==> config.mk <==
export PLATFORM = sky130hd
export DESIGN_NAME = mesh_traffic_ctrl_flat
export DESIGN_NICKNAME = d
export VERILOG_FILES = /design/src/rtl/mesh_traffic_ctrl_if.sv /design/src/rtl/mesh_traffic_ctrl.sv /design/src/flat_wrapper.sv
export SDC_FILE = /design/constraint.sdc
export NUM_CORES = 1
export LEC_CHECK = 0
export CORE_AREA = 2 2 149 151
export CTS_BUF_LIST = sky130_fd_sc_hd__clkbuf_4
export DETAILED_ROUTE_END_ITERATION = 16
export DIE_AREA = 0 0 151 153
export GPL_TIMING_DRIVEN = 0
export HOLD_SLACK_MARGIN = 0.15
export PLACE_DENSITY_LB_ADDON = 0.25
export SLEW_MARGIN = 20
export SYNTH_ARGS = -nofsm -noshare
export SYNTH_HDL_FRONTEND = slang
export SYNTH_SLANG_ARGS = --single-unit
==> constraint.sdc <==
create_clock -name clk -period 3.5 [get_ports clk]
set_input_delay 0.7 -clock clk [delete_from_list [all_inputs] [get_ports clk]]
set_output_delay 0.7 -clock clk [all_outputs]
set_load 0.02 [all_outputs]
==> src/rtl/mesh_traffic_ctrl_if.sv <==
// ---------------------------------------------------------------------------
// mesh_traffic_ctrl_if
// Bundle between a host/bench and the mesh traffic-pattern sequencer.
//   master modport : host side; drives start/pattern_sel/rate_sel and the
//                    mesh finish flags, observes configuration and status.
//   slave modport  : sequencer side (mesh_traffic_ctrl).
// Signals:
//   start, pattern_sel[2:0], rate_sel[3:0]          run request
//   pe_task_receive/send_finish_flag[7:0]           per-PE finish flags
//   pe_enable, pe_dbg_mode_wire, pe_flush_wire [7:0] per-PE controls
//   pe_send_num_wire, pe_receive_num_wire [23:0]    3 bits per PE
//   pe_rate_wire, pe_mode_wire [31:0]               4 bits per PE
//   pe_dst_seq_wire [191:0]                         24 bits per PE
//   busy, done, timeout, cycle_count[CNT_W-1:0]     status
// ---------------------------------------------------------------------------
interface mesh_traffic_ctrl_if #(
   parameter int CNT_W = 32
);
   logic             start;
   logic [2:0]       pattern_sel;
   logic [3:0]       rate_sel;
   logic [7:0]       pe_task_receive_finish_flag;
   logic [7:0]       pe_task_send_finish_flag;
   logic [7:0]       pe_enable;
   logic [7:0]       pe_dbg_mode_wire;
   logic [23:0]      pe_send_num_wire;
   logic [23:0]      pe_receive_num_wire;
   logic [31:0]      pe_rate_wire;
   logic [191:0]     pe_dst_seq_wire;
   logic [31:0]      pe_mode_wire;
   logic [7:0]       pe_flush_wire;
   logic             busy;
   logic             done;
   logic             timeout;
   logic [CNT_W-1:0] cycle_count;

   modport master (
      output start, pattern_sel, rate_sel,
             pe_task_receive_finish_flag, pe_task_send_finish_flag,
      input  pe_enable, pe_dbg_mode_wire, pe_send_num_wire, pe_receive_num_wire,
             pe_rate_wire, pe_dst_seq_wire, pe_mode_wire, pe_flush_wire,
             busy, done, timeout, cycle_count
   );

   modport slave (
      input  start, pattern_sel, rate_sel,
             pe_task_receive_finish_flag, pe_task_send_finish_flag,
      output pe_enable, pe_dbg_mode_wire, pe_send_num_wire, pe_receive_num_wire,
             pe_rate_wire, pe_dst_seq_wire, pe_mode_wire, pe_flush_wire,
             busy, done, timeout, cycle_count
   );
endinterface

==> src/rtl/mesh_traffic_ctrl.sv <==
// ---------------------------------------------------------------------------
// mesh_traffic_ctrl
// Traffic-pattern sequencer for the 2x4 mesh. On an accepted start it latches
// one of eight canonical patterns into the per-PE configuration buses, then
// walks FLUSH -> SETTLE -> RUN, and in RUN waits for the required per-PE
// finish flags, reporting the run length in cycle_count.
// Ports:
//   clk    : clock
//   rst_n  : asynchronous active-low reset
//   bus    : mesh_traffic_ctrl_if.slave (request, mesh config, flags, status)
// ---------------------------------------------------------------------------
module mesh_traffic_ctrl #(
   parameter int FLUSH_CYCLES   = 4,
   parameter int SETTLE_CYCLES  = 50,
   parameter int TIMEOUT_CYCLES = 4096,
   parameter int CNT_W          = 32
) (
   input logic                clk,
   input logic                rst_n,
   mesh_traffic_ctrl_if.slave bus
);

   localparam logic [1:0] ST_IDLE   = 2'd0;
   localparam logic [1:0] ST_FLUSH  = 2'd1;
   localparam logic [1:0] ST_SETTLE = 2'd2;
   localparam logic [1:0] ST_RUN    = 2'd3;

   localparam logic [2:0] PAT_HOTSPOT = 3'd6;

   // Phase counter counts down from N-1 to 0, so it only has to hold N-1.
   localparam int PH_MAX = (FLUSH_CYCLES > SETTLE_CYCLES) ? FLUSH_CYCLES : SETTLE_CYCLES;
   localparam int PH_W   = (PH_MAX > 2) ? $clog2(PH_MAX) : 1;
   localparam logic [PH_W-1:0]  FLUSH_LOAD    = PH_W'(FLUSH_CYCLES - 1);
   localparam logic [PH_W-1:0]  SETTLE_LOAD   = PH_W'(SETTLE_CYCLES - 1);
   localparam logic [CNT_W-1:0] TIMEOUT_LIMIT = CNT_W'(TIMEOUT_CYCLES);

   logic [1:0]       state_reg;
   logic [PH_W-1:0]  phase_reg;
   logic [CNT_W-1:0] cycle_count_reg;
   logic [CNT_W-1:0] cycle_count_inc;
   logic             done_reg;
   logic             timeout_reg;
   logic             hotspot_reg;

   logic [23:0]      send_num_reg,  send_num_next;
   logic [23:0]      recv_num_reg,  recv_num_next;
   logic [191:0]     dst_seq_reg,   dst_seq_next;
   logic [31:0]      mode_reg,      mode_next;
   logic [31:0]      rate_reg;

   logic [7:0]       send_req;
   logic [7:0]       recv_req;
   logic             run_complete;

   // Per-PE configuration decoded from the live pattern_sel; only captured
   // into the *_reg copies on an accepted start.
   generate
      for (genvar gi = 0; gi < 8; gi++) begin : g_pe
         localparam logic [2:0] IDX = 3'(gi);
         logic [2:0] dst;
         logic [2:0] send_n;
         logic [2:0] recv_n;
         logic [3:0] mode_n;

         always_comb begin
            dst    = 3'd0;
            send_n = 3'd1;
            recv_n = 3'd1;
            mode_n = 4'b0001;
            case (bus.pattern_sel)
               3'd0: dst = ~IDX;                       // complement: 7-i
               3'd1: dst = {IDX[0], IDX[1], IDX[2]};   // bit reverse
               3'd2: dst = {IDX[0], IDX[2:1]};         // rotate right
               3'd3: dst = {IDX[1:0], IDX[2]};         // rotate left
               3'd4: dst = IDX + 3'd3;                 // tornado
               3'd5: dst = IDX + 3'd1;                 // neighbor
               3'd6: begin                             // hotspot: all send to PE0
                  send_n = (IDX == 3'd0) ? 3'd0 : 3'd1;
                  recv_n = (IDX == 3'd0) ? 3'd7 : 3'd0;
               end
               default: begin                          // turn
                  send_n = 3'd7;
                  recv_n = 3'd7;
                  mode_n = 4'b0000;
               end
            endcase
         end

         assign send_num_next[3*gi +: 3]  = send_n;
         assign recv_num_next[3*gi +: 3]  = recv_n;
         assign mode_next[4*gi +: 4]      = mode_n;
         assign dst_seq_next[24*gi +: 24] = {21'd0, dst};

         // A PE's flag only matters when it has something to send/receive.
         assign send_req[gi] = |send_num_reg[3*gi +: 3];
         assign recv_req[gi] = |recv_num_reg[3*gi +: 3];
      end
   endgenerate

   assign run_complete = (&(bus.pe_task_send_finish_flag | ~send_req)) &
                         (&(bus.pe_task_receive_finish_flag | ~recv_req));

   assign cycle_count_inc = (&cycle_count_reg) ? cycle_count_reg
                                               : cycle_count_reg + CNT_W'(1);

   always_ff @(posedge clk or negedge rst_n) begin
      if (!rst_n) begin
         state_reg       <= ST_IDLE;
         phase_reg       <= '0;
         cycle_count_reg <= '0;
         done_reg        <= 1'b0;
         timeout_reg     <= 1'b0;
         hotspot_reg     <= 1'b0;
         send_num_reg    <= '0;
         recv_num_reg    <= '0;
         dst_seq_reg     <= '0;
         mode_reg        <= '0;
         rate_reg        <= '0;
      end else begin
         done_reg <= 1'b0;
         case (state_reg)
            ST_IDLE: begin
               if (bus.start) begin
                  send_num_reg    <= send_num_next;
                  recv_num_reg    <= recv_num_next;
                  dst_seq_reg     <= dst_seq_next;
                  mode_reg        <= mode_next;
                  rate_reg        <= {8{bus.rate_sel}};
                  hotspot_reg     <= (bus.pattern_sel == PAT_HOTSPOT);
                  timeout_reg     <= 1'b0;
                  cycle_count_reg <= '0;
                  phase_reg       <= FLUSH_LOAD;
                  state_reg       <= ST_FLUSH;
               end
            end
            ST_FLUSH: begin
               if (phase_reg == '0) begin
                  phase_reg <= SETTLE_LOAD;
                  state_reg <= ST_SETTLE;
               end else begin
                  phase_reg <= phase_reg - PH_W'(1);
               end
            end
            ST_SETTLE: begin
               if (phase_reg == '0) begin
                  state_reg <= ST_RUN;
               end else begin
                  phase_reg <= phase_reg - PH_W'(1);
               end
            end
            default: begin // ST_RUN
               cycle_count_reg <= cycle_count_inc;
               // Completion is checked first so it wins over a coincident timeout.
               if (run_complete) begin
                  done_reg  <= 1'b1;
                  state_reg <= ST_IDLE;
               end else if (cycle_count_inc >= TIMEOUT_LIMIT) begin
                  timeout_reg <= 1'b1;
                  state_reg   <= ST_IDLE;
               end
            end
         endcase
      end
   end

   // Flush is high in IDLE and FLUSH, except a hotspot run keeps it low from
   // its start until the next start.
   always_comb begin
      bus.pe_flush_wire = 8'h00;
      if ((state_reg == ST_IDLE) || (state_reg == ST_FLUSH)) begin
         bus.pe_flush_wire = hotspot_reg ? 8'h00 : 8'hFF;
      end
   end

   assign bus.pe_enable           = (state_reg == ST_RUN) ? 8'hFF : 8'h00;
   assign bus.pe_dbg_mode_wire    = 8'hFF;
   assign bus.pe_send_num_wire    = send_num_reg;
   assign bus.pe_receive_num_wire = recv_num_reg;
   assign bus.pe_rate_wire        = rate_reg;
   assign bus.pe_dst_seq_wire     = dst_seq_reg;
   assign bus.pe_mode_wire        = mode_reg;
   assign bus.busy                = (state_reg != ST_IDLE);
   assign bus.done                = done_reg;
   assign bus.timeout             = timeout_reg;
   assign bus.cycle_count         = cycle_count_reg;

endmodule

==> src/flat_wrapper.sv <==
// flat-port wrapper written by rule: the top's interface ports become plain ports
module mesh_traffic_ctrl_flat 
#(
   parameter int FLUSH_CYCLES   = 4,
   parameter int SETTLE_CYCLES  = 50,
   parameter int TIMEOUT_CYCLES = 4096,
   parameter int CNT_W          = 32
)
  (clk, rst_n, bus_start, bus_pattern_sel, bus_rate_sel, bus_pe_task_receive_finish_flag, bus_pe_task_send_finish_flag, bus_pe_enable, bus_pe_dbg_mode_wire, bus_pe_send_num_wire, bus_pe_receive_num_wire, bus_pe_rate_wire, bus_pe_dst_seq_wire, bus_pe_mode_wire, bus_pe_flush_wire, bus_busy, bus_done, bus_timeout, bus_cycle_count);
  mesh_traffic_ctrl_if #(.CNT_W(CNT_W)) bus_i ();
  input logic clk;
  input logic rst_n;
  input wire logic [$bits(bus_i.start)-1:0] bus_start;
  input wire logic [$bits(bus_i.pattern_sel)-1:0] bus_pattern_sel;
  input wire logic [$bits(bus_i.rate_sel)-1:0] bus_rate_sel;
  input wire logic [$bits(bus_i.pe_task_receive_finish_flag)-1:0] bus_pe_task_receive_finish_flag;
  input wire logic [$bits(bus_i.pe_task_send_finish_flag)-1:0] bus_pe_task_send_finish_flag;
  output wire logic [$bits(bus_i.pe_enable)-1:0] bus_pe_enable;
  output wire logic [$bits(bus_i.pe_dbg_mode_wire)-1:0] bus_pe_dbg_mode_wire;
  output wire logic [$bits(bus_i.pe_send_num_wire)-1:0] bus_pe_send_num_wire;
  output wire logic [$bits(bus_i.pe_receive_num_wire)-1:0] bus_pe_receive_num_wire;
  output wire logic [$bits(bus_i.pe_rate_wire)-1:0] bus_pe_rate_wire;
  output wire logic [$bits(bus_i.pe_dst_seq_wire)-1:0] bus_pe_dst_seq_wire;
  output wire logic [$bits(bus_i.pe_mode_wire)-1:0] bus_pe_mode_wire;
  output wire logic [$bits(bus_i.pe_flush_wire)-1:0] bus_pe_flush_wire;
  output wire logic [$bits(bus_i.busy)-1:0] bus_busy;
  output wire logic [$bits(bus_i.done)-1:0] bus_done;
  output wire logic [$bits(bus_i.timeout)-1:0] bus_timeout;
  output wire logic [$bits(bus_i.cycle_count)-1:0] bus_cycle_count;
  assign bus_i.start = bus_start;
  assign bus_i.pattern_sel = bus_pattern_sel;
  assign bus_i.rate_sel = bus_rate_sel;
  assign bus_i.pe_task_receive_finish_flag = bus_pe_task_receive_finish_flag;
  assign bus_i.pe_task_send_finish_flag = bus_pe_task_send_finish_flag;
  assign bus_pe_enable = bus_i.pe_enable;
  assign bus_pe_dbg_mode_wire = bus_i.pe_dbg_mode_wire;
  assign bus_pe_send_num_wire = bus_i.pe_send_num_wire;
  assign bus_pe_receive_num_wire = bus_i.pe_receive_num_wire;
  assign bus_pe_rate_wire = bus_i.pe_rate_wire;
  assign bus_pe_dst_seq_wire = bus_i.pe_dst_seq_wire;
  assign bus_pe_mode_wire = bus_i.pe_mode_wire;
  assign bus_pe_flush_wire = bus_i.pe_flush_wire;
  assign bus_busy = bus_i.busy;
  assign bus_done = bus_i.done;
  assign bus_timeout = bus_i.timeout;
  assign bus_cycle_count = bus_i.cycle_count;
  mesh_traffic_ctrl #(.FLUSH_CYCLES(FLUSH_CYCLES), .SETTLE_CYCLES(SETTLE_CYCLES), .TIMEOUT_CYCLES(TIMEOUT_CYCLES), .CNT_W(CNT_W)) u_core (.clk(clk), .rst_n(rst_n), .bus(bus_i));
endmodule
; Yosys cells after proc, flatten, opt, wreduce, memory -nomap -nowiden
; Cells that the tools add are included.
[op_classes]
n_reduce_logical = 45
add_sub_neg = 2
n_mux = 34
bitwise_logic = 6
eq_ne = 14
order_cmp = 1
[ops]
columns = operator, n
row1 = two-way mux 32 bit, 2
row2 = case mux 32 bit (2 select lines), 1
row3 = OR reduction 3 bit, 20
row4 = adder 32 x 1 -> 32 bit (second input constant), 1
row5 = greater-or-equal comparator 32 x 13 -> 1 bit (second input constant), 1
row6 = AND reduction 32 bit, 1
row7 = case mux 3 bit (5 select lines), 2
row8 = case mux 3 bit (3 select lines), 3
row9 = two-way mux 8 bit, 3
row10 = case mux 3 bit (4 select lines), 2
row11 = two-way mux 6 bit, 3
row12 = case mux 6 bit (3 select lines), 1
row13 = NOT 8 bit, 2
row14 = bitwise OR 8 bit, 2
row15 = AND reduction 8 bit, 2
row16 = OR reduction 2 bit, 7
row17 = case mux 3 bit (2 select lines), 2
row18 = two-way mux 2 bit, 5
row19 = == test 3 bit (second input constant), 3
row20 = AND reduction 4 bit, 2
row21 = OR reduction 7 bit, 1
row22 = == test 3 x 2 -> 1 bit (second input constant), 2
row23 = zero test 6 bit, 1
row24 = two-way mux 1 bit, 6
row25 = other kinds (20), 27
[totals]
inputBits = 26
word_cells = 113
out_inout_bits = 363
regBits = 179

; Depth between registers and ports, before layout
[depth]
ltp_word = 7
depth_mapped = 10
ltp_nobuf = 10

; Worst setup path after synthesis
; Ideal clock, no wire load.
[synth_path]
path_type = reg2reg
startpoint = register u_core.cycle_count_reg[0], in the netlist u_core.bus.cycle_count[0]
endpoint = register u_core.state_reg[0]
t_arrival_ns = 2.881
n_path_buf = 0
period_less_slack_ns = 2.960
t_required_ns = 3.421
setup_time_ns = 0.079
slack_ns = 0.540
path_stages_with_launch = 10
path_cell_list = dfrtp_1 > ha_1 > nand3_1 > nor4_4 > nand3_2 > a2111oi_2 > o2111ai_1 > or4_4 > o21ai_1 > mux2i_1
[synth_between]
elab_chain_len = 5
elab_cells_between_ends = 6
classes_between = add/sub: 1 / order compare: 1 / mux: 1 / reduce/logical: 3
[synth_rtl]
columns = item, line_no
row1 = "start, declared", mesh_traffic_ctrl.sv:39  ; logic [CNT_W-1:0] cycle_count_reg;
row2 = "start signal, assigned", mesh_traffic_ctrl.sv:152  ; cycle_count_reg <= cycle_count_inc;
row3 = adder 32 x 1 -> 32 bit / AND reduction 32 bit (equally long branches), "mesh_traffic_ctrl.sv:104, mesh_traffic_ctrl.sv:103"
row4 = two-way mux 32 bit *, mesh_traffic_ctrl.sv:103  ; assign cycle_count_inc = (&cycle_count_reg) ? cycle_count_reg
row5 = greater-or-equal comparator 32 x 13 -> 1 bit *, mesh_traffic_ctrl.sv:157  ; end else if (cycle_count_inc >= TIMEOUT_LIMIT) begin
row6 = nonzero test 5 bit (no line) *, -
row7 = AND reduction 4 bit (no line) *, -
row8 = "end signal, assigned", mesh_traffic_ctrl.sv:108  ; state_reg <= ST_IDLE;
row9 = "end signal, assigned", mesh_traffic_ctrl.sv:156  ; state_reg <= ST_IDLE;
row10 = "end signal, assigned", mesh_traffic_ctrl.sv:159  ; state_reg <= ST_IDLE;
row11 = "end, declared", mesh_traffic_ctrl.sv:37  ; logic [1:0] state_reg;
; Mark *: on every way between the ends. The rest lies on a longest branch, timed or not.
; A chain may end at the register's enable or synchronous reset.

; Worst setup path in the final report
[layout_path]
startpoint = register u_core.cycle_count_reg[19], in the netlist u_core.bus.cycle_count[19]
endpoint = register u_core.state_reg[0]
; The elaborated chain is that of the path after synthesis.

==> results.md <==
- The run finished with clean final reports.
- The die is 151 µm wide.
- The via count of the first global-routing pass is 5026.
- The finished layout holds 1473 standard cells, fillers aside.
- The number of port buffers is 187.
- The core footprint is 21500 µm².
- Compared with the post-synthesis result, the final layout area differs by 48.2%.
- For this run, design rule violations remaining after detail routing come to 0.
- The worst register-to-register path begins at u_core.bus.cycle_count[19].
- Entering global routing, the biggest net connects 41 pins.
- The initial utilization of the core area, before any placement, comes to 30.5%.
- The summed instance area of the synthesized netlist is 6560 µm².
- Counting flops and latches in the post-synthesis netlist gives 75.
- The critical path startpoint category is a flop.
- The overall overflow remaining after global route is 0.
- The sequential fraction of the synthesis area is 28.6%.
- Cells fill 45.2% of the core in the end.
- Dividing the detail-routed via count by the number of cells gives 4.04.
- The setup slack on the worst flop-to-flop path is 240 ps.
- The overall track demand over capacity in global routing is 15.2%.
- After layout, the worst path uses 93.2% of the clock period.
- The cell type contributing the most total cell area after synthesis is buf_4.
- The buffer cell driving the clock tree root is clkbuf_4.
- Counting distinct cell types in the post-synthesis netlist gives 73.
- Once detail routing completed, the nets flagged for antenna violations numbered 0.
- Data on the critical path is required at its endpoint by 3900 ps.
- The final design area excluding fillers is 9720 µm².
- The most frequently used cell type in the post-synthesis netlist is buf_4.
- The initial antenna violation count is 4.
- The critical path arrival is 3660 ps.
- After detailed routing, the total wire length is 18.7 mm.
- The total power divided by cell area is 718 nW/µm².
- The timing endpoint of the critical path is u_core.state_reg[0].
- The minimum hold slack is 194 ps.
- From bottom edge to top edge, the die measures 153 µm.
- The deepest level of the CTS H-tree is 3.
- At the end of routability-driven placement, the weighted congestion stood at 0.875.
- Setup violations remaining at the end of the flow were counted as 0.
- The maximum clock frequency is 307 MHz.
- The share of final-layout standard cells stronger than drive strength 1 is 29.6%.
- Detailed routing inserted a total of 5945 vias.
- The total count of hold-check failures in the final report came to 0.
- The final period demand of the worst path is 3260 ps.
- The first-pass GRT wire length is 27.4 mm.
- Of the post-synthesis cell area, the dominant cell type holds 33.7%.
- The floorplan has 54 rows.
- The synthesized instance count is 785.
- For this design, the sink count on the clock tree is 75.
- The most used flip-flop cell after synthesis is dfrtp_1.
- The flip-flop count of the largest register after layout is 32.
- The critical path in this run is classified as reg -> reg.
- The path class of the tightest hold or removal check is in -> async.
- The first-iteration detailed-routing DRC count is 447.
- The cell with the biggest individual delay on the critical path is nor4_2.
- The number of buffers inserted during clock tree synthesis is 9.
- Tracing the worst setup path back leads to its startpoint at u_core.bus.cycle_count[19].
- The standard cell area after detailed placement is 9540 µm².
- For this run, asynchronously set or reset flops after synthesis account for 100%.
- Setup repair after global routing left no endpoint under its margin.
- Counting cells, the worst reg-to-reg path comes to 9.
- The tool flagged a number of max-cap violations equal to 0.
- The nature of the critical path endpoint is a flop.
- By area the synthesized netlist is led by buf_4 34%, dfrtp_1 29%, nand2_1 4.5%, o21ai_0 2.9%, nor2_1 2.7%.
- The clock tree from TritonCTS is built.
- The number of cells on the critical path is 9.
- The average cell area after synthesis is 8.35 µm².
- The longest clock path from root to sink contains 2 buffers.
- The number of search-and-repair iterations in the first detailed-routing pass is 7.
- At the pin with the least slew margin, the transition time is 990 ps.
- For this run, the post-layout net count is 1218.
- The worst-case headroom to the max-slew limit is 32.3%.
- In the final routed layout, each cell accounts on average for 12.7 µm.
- The number of enable flip-flop cells after synthesis is 0.
- The number of buffers and inverters on the critical path is 1.
- Ranked by instance count, the synthesized netlist is headed by 294 x buf_4, 78 x nand2_1, 75 x dfrtp_1.
- The worst vdd rail ir drop is 0.255 mV.
- The clock arrives with 12.7 ps of skew.
- The HPWL after detailed placement is 14.9 mm.
- Yosys printed 0 warnings.
- The die outline area is 23100 µm².
- In this run the static leakage power is 0.00487 µW.
- After detailed placement, the design holds a cell count of 1452.
- Among cell families on the critical path, the largest total delay comes from simple AND/OR/NAND/NOR gates.
- The number of max-slew violations in the final report was 0.
- The post-CTS clock slew at the launch and capture registers of the worst setup and hold paths is 140 ps.
- For this run, the slowest stage of the critical path takes 680 ps.
- The worst register-to-register path ends at u_core.state_reg[0].
- Fill cells in the final layout number 2120.
- Clock latency on the worst-skew pair, taken at its later pin, is 470 ps.
- The critical path goes through clkbuf_1, nand4_1, nor4_2, a2111oi_2, mux2_2, o22ai_1, or4_4, o21ai_1, mux2i_1.
- The count of pins on the block boundary is 389.
- The largest fanout on the critical path is 10.
- The post-cts hold buffer count is 0.
## through the flow
stage	power, µW	worst slack [ps]	setup TNS, ps
floorplan	4500	540	0
global placement	6430	-1200	-89310
detailed placement	6470	75.6	0
CTS	7040	21.4	0
global route	7480	19.8	0
finish	6980	238	0
## worst register-to-register path, stage by stage, from the launching register on
cell and delay (ps):
dfrtp_1 400, clkbuf_1 350, nand4_1 230, nor4_2 680
a2111oi_2 240, mux2_2 270, o22ai_1 80, or4_4 560
o21ai_1 190, mux2i_1 190
## cells by family (layout without fill, tap and decap cells)
group | Yosys count | count (layout) | synth area share (%)
compound gates | 118 | 118 | 11.9
xor+xnor | 19 | 19 | 2.54
fa+ha+maj | 8 | 8 | 1.49
buf+inv | 331 | 537 | 36.3
flops | 75 | 75 | 28.6
mux | 9 | 9 | 1.41
other cells | 2 | 204 | 0.115
simple gates | 223 | 223 | 17.6
## area by class of cell
| class | count | area, µm² | share of cell area, % |
|---|---|---|---|
| multi-input combinational | 578 | 3070 | 31.6 |
| buffer | 320 | 2340 | 24.1 |
| timing repair buffer | 190 | 1900 | 19.6 |
| sequential | 75 | 1880 | 19.3 |
| clock buffer | 9 | 67.6 | 0.695 |
| antenna | 3 | 7.51 | 0.0772 |
| inverter | 11 | 41.3 | 0.425 |
| clock inverter | 7 | 58.8 | 0.605 |
| tap | 280 | 350 | 3.60 |
## worst min path at each step
stage | endpoint | slack [ps] | cells past startpoint
after floorplan | u_core.bus.cycle_count[0] | 400 | 0
after detailed placement | u_core.bus.pe_dst_seq_wire[25] | 480 | 2
after global placement | u_core.bus.pe_dst_seq_wire[146] | 450 | 2
final | u_core.phase_reg[1] | 190 | 1
after global routing | u_core.phase_reg[2] | 190 | 1
after CTS | u_core.bus.pe_rate_wire[30] | 190 | 1
## routing by layer
metal / vias up / part of all wire [%] / track usage [%]
li1: 2986 / - / -
met1: 2628 / 39 / 17.6
met2: 300 / 49 / 26.8
met3: 27 / 11 / 4.93
met4: 4 / 1.4 / 3.92
met5: - / 0.12 / 0
## repair_timing
item | 4_1_cts | 5_1_grt
resized for setup | 3 | 5
setup endpoints to repair | 8 | 11
setup buffers | 0 | 2
pin swaps | 0 | 1
## report_power, final
group | internal (µW) | switching (µW)
Sequential | 1140 | 328
Clock | 156 | 369
Combinational | 2400 | 2580
Total | 3700 | 3280
## cell usage in the layout, fill, tap and decap left out, drive strengths merged, types with 4 or more instances in the layout
master and n:
buf 307, conb 201, clkdlybuf4s50 186, nand2 78
dfrtp 75, nor2 48, o21ai 40, clkbuf 26
nand3 21, a21oi 20, nand4 18, inv 15
nor3 12, xor2 10, xnor2 9, o31ai 9
and3 9, mux2i 7, and4 7, ha 7
nand2b 5, o21a 5, a31oi 5, o41ai 5
nor4 5, a211o 4, or4 4
Note: power is estimated with default switching activity, not from simulation.
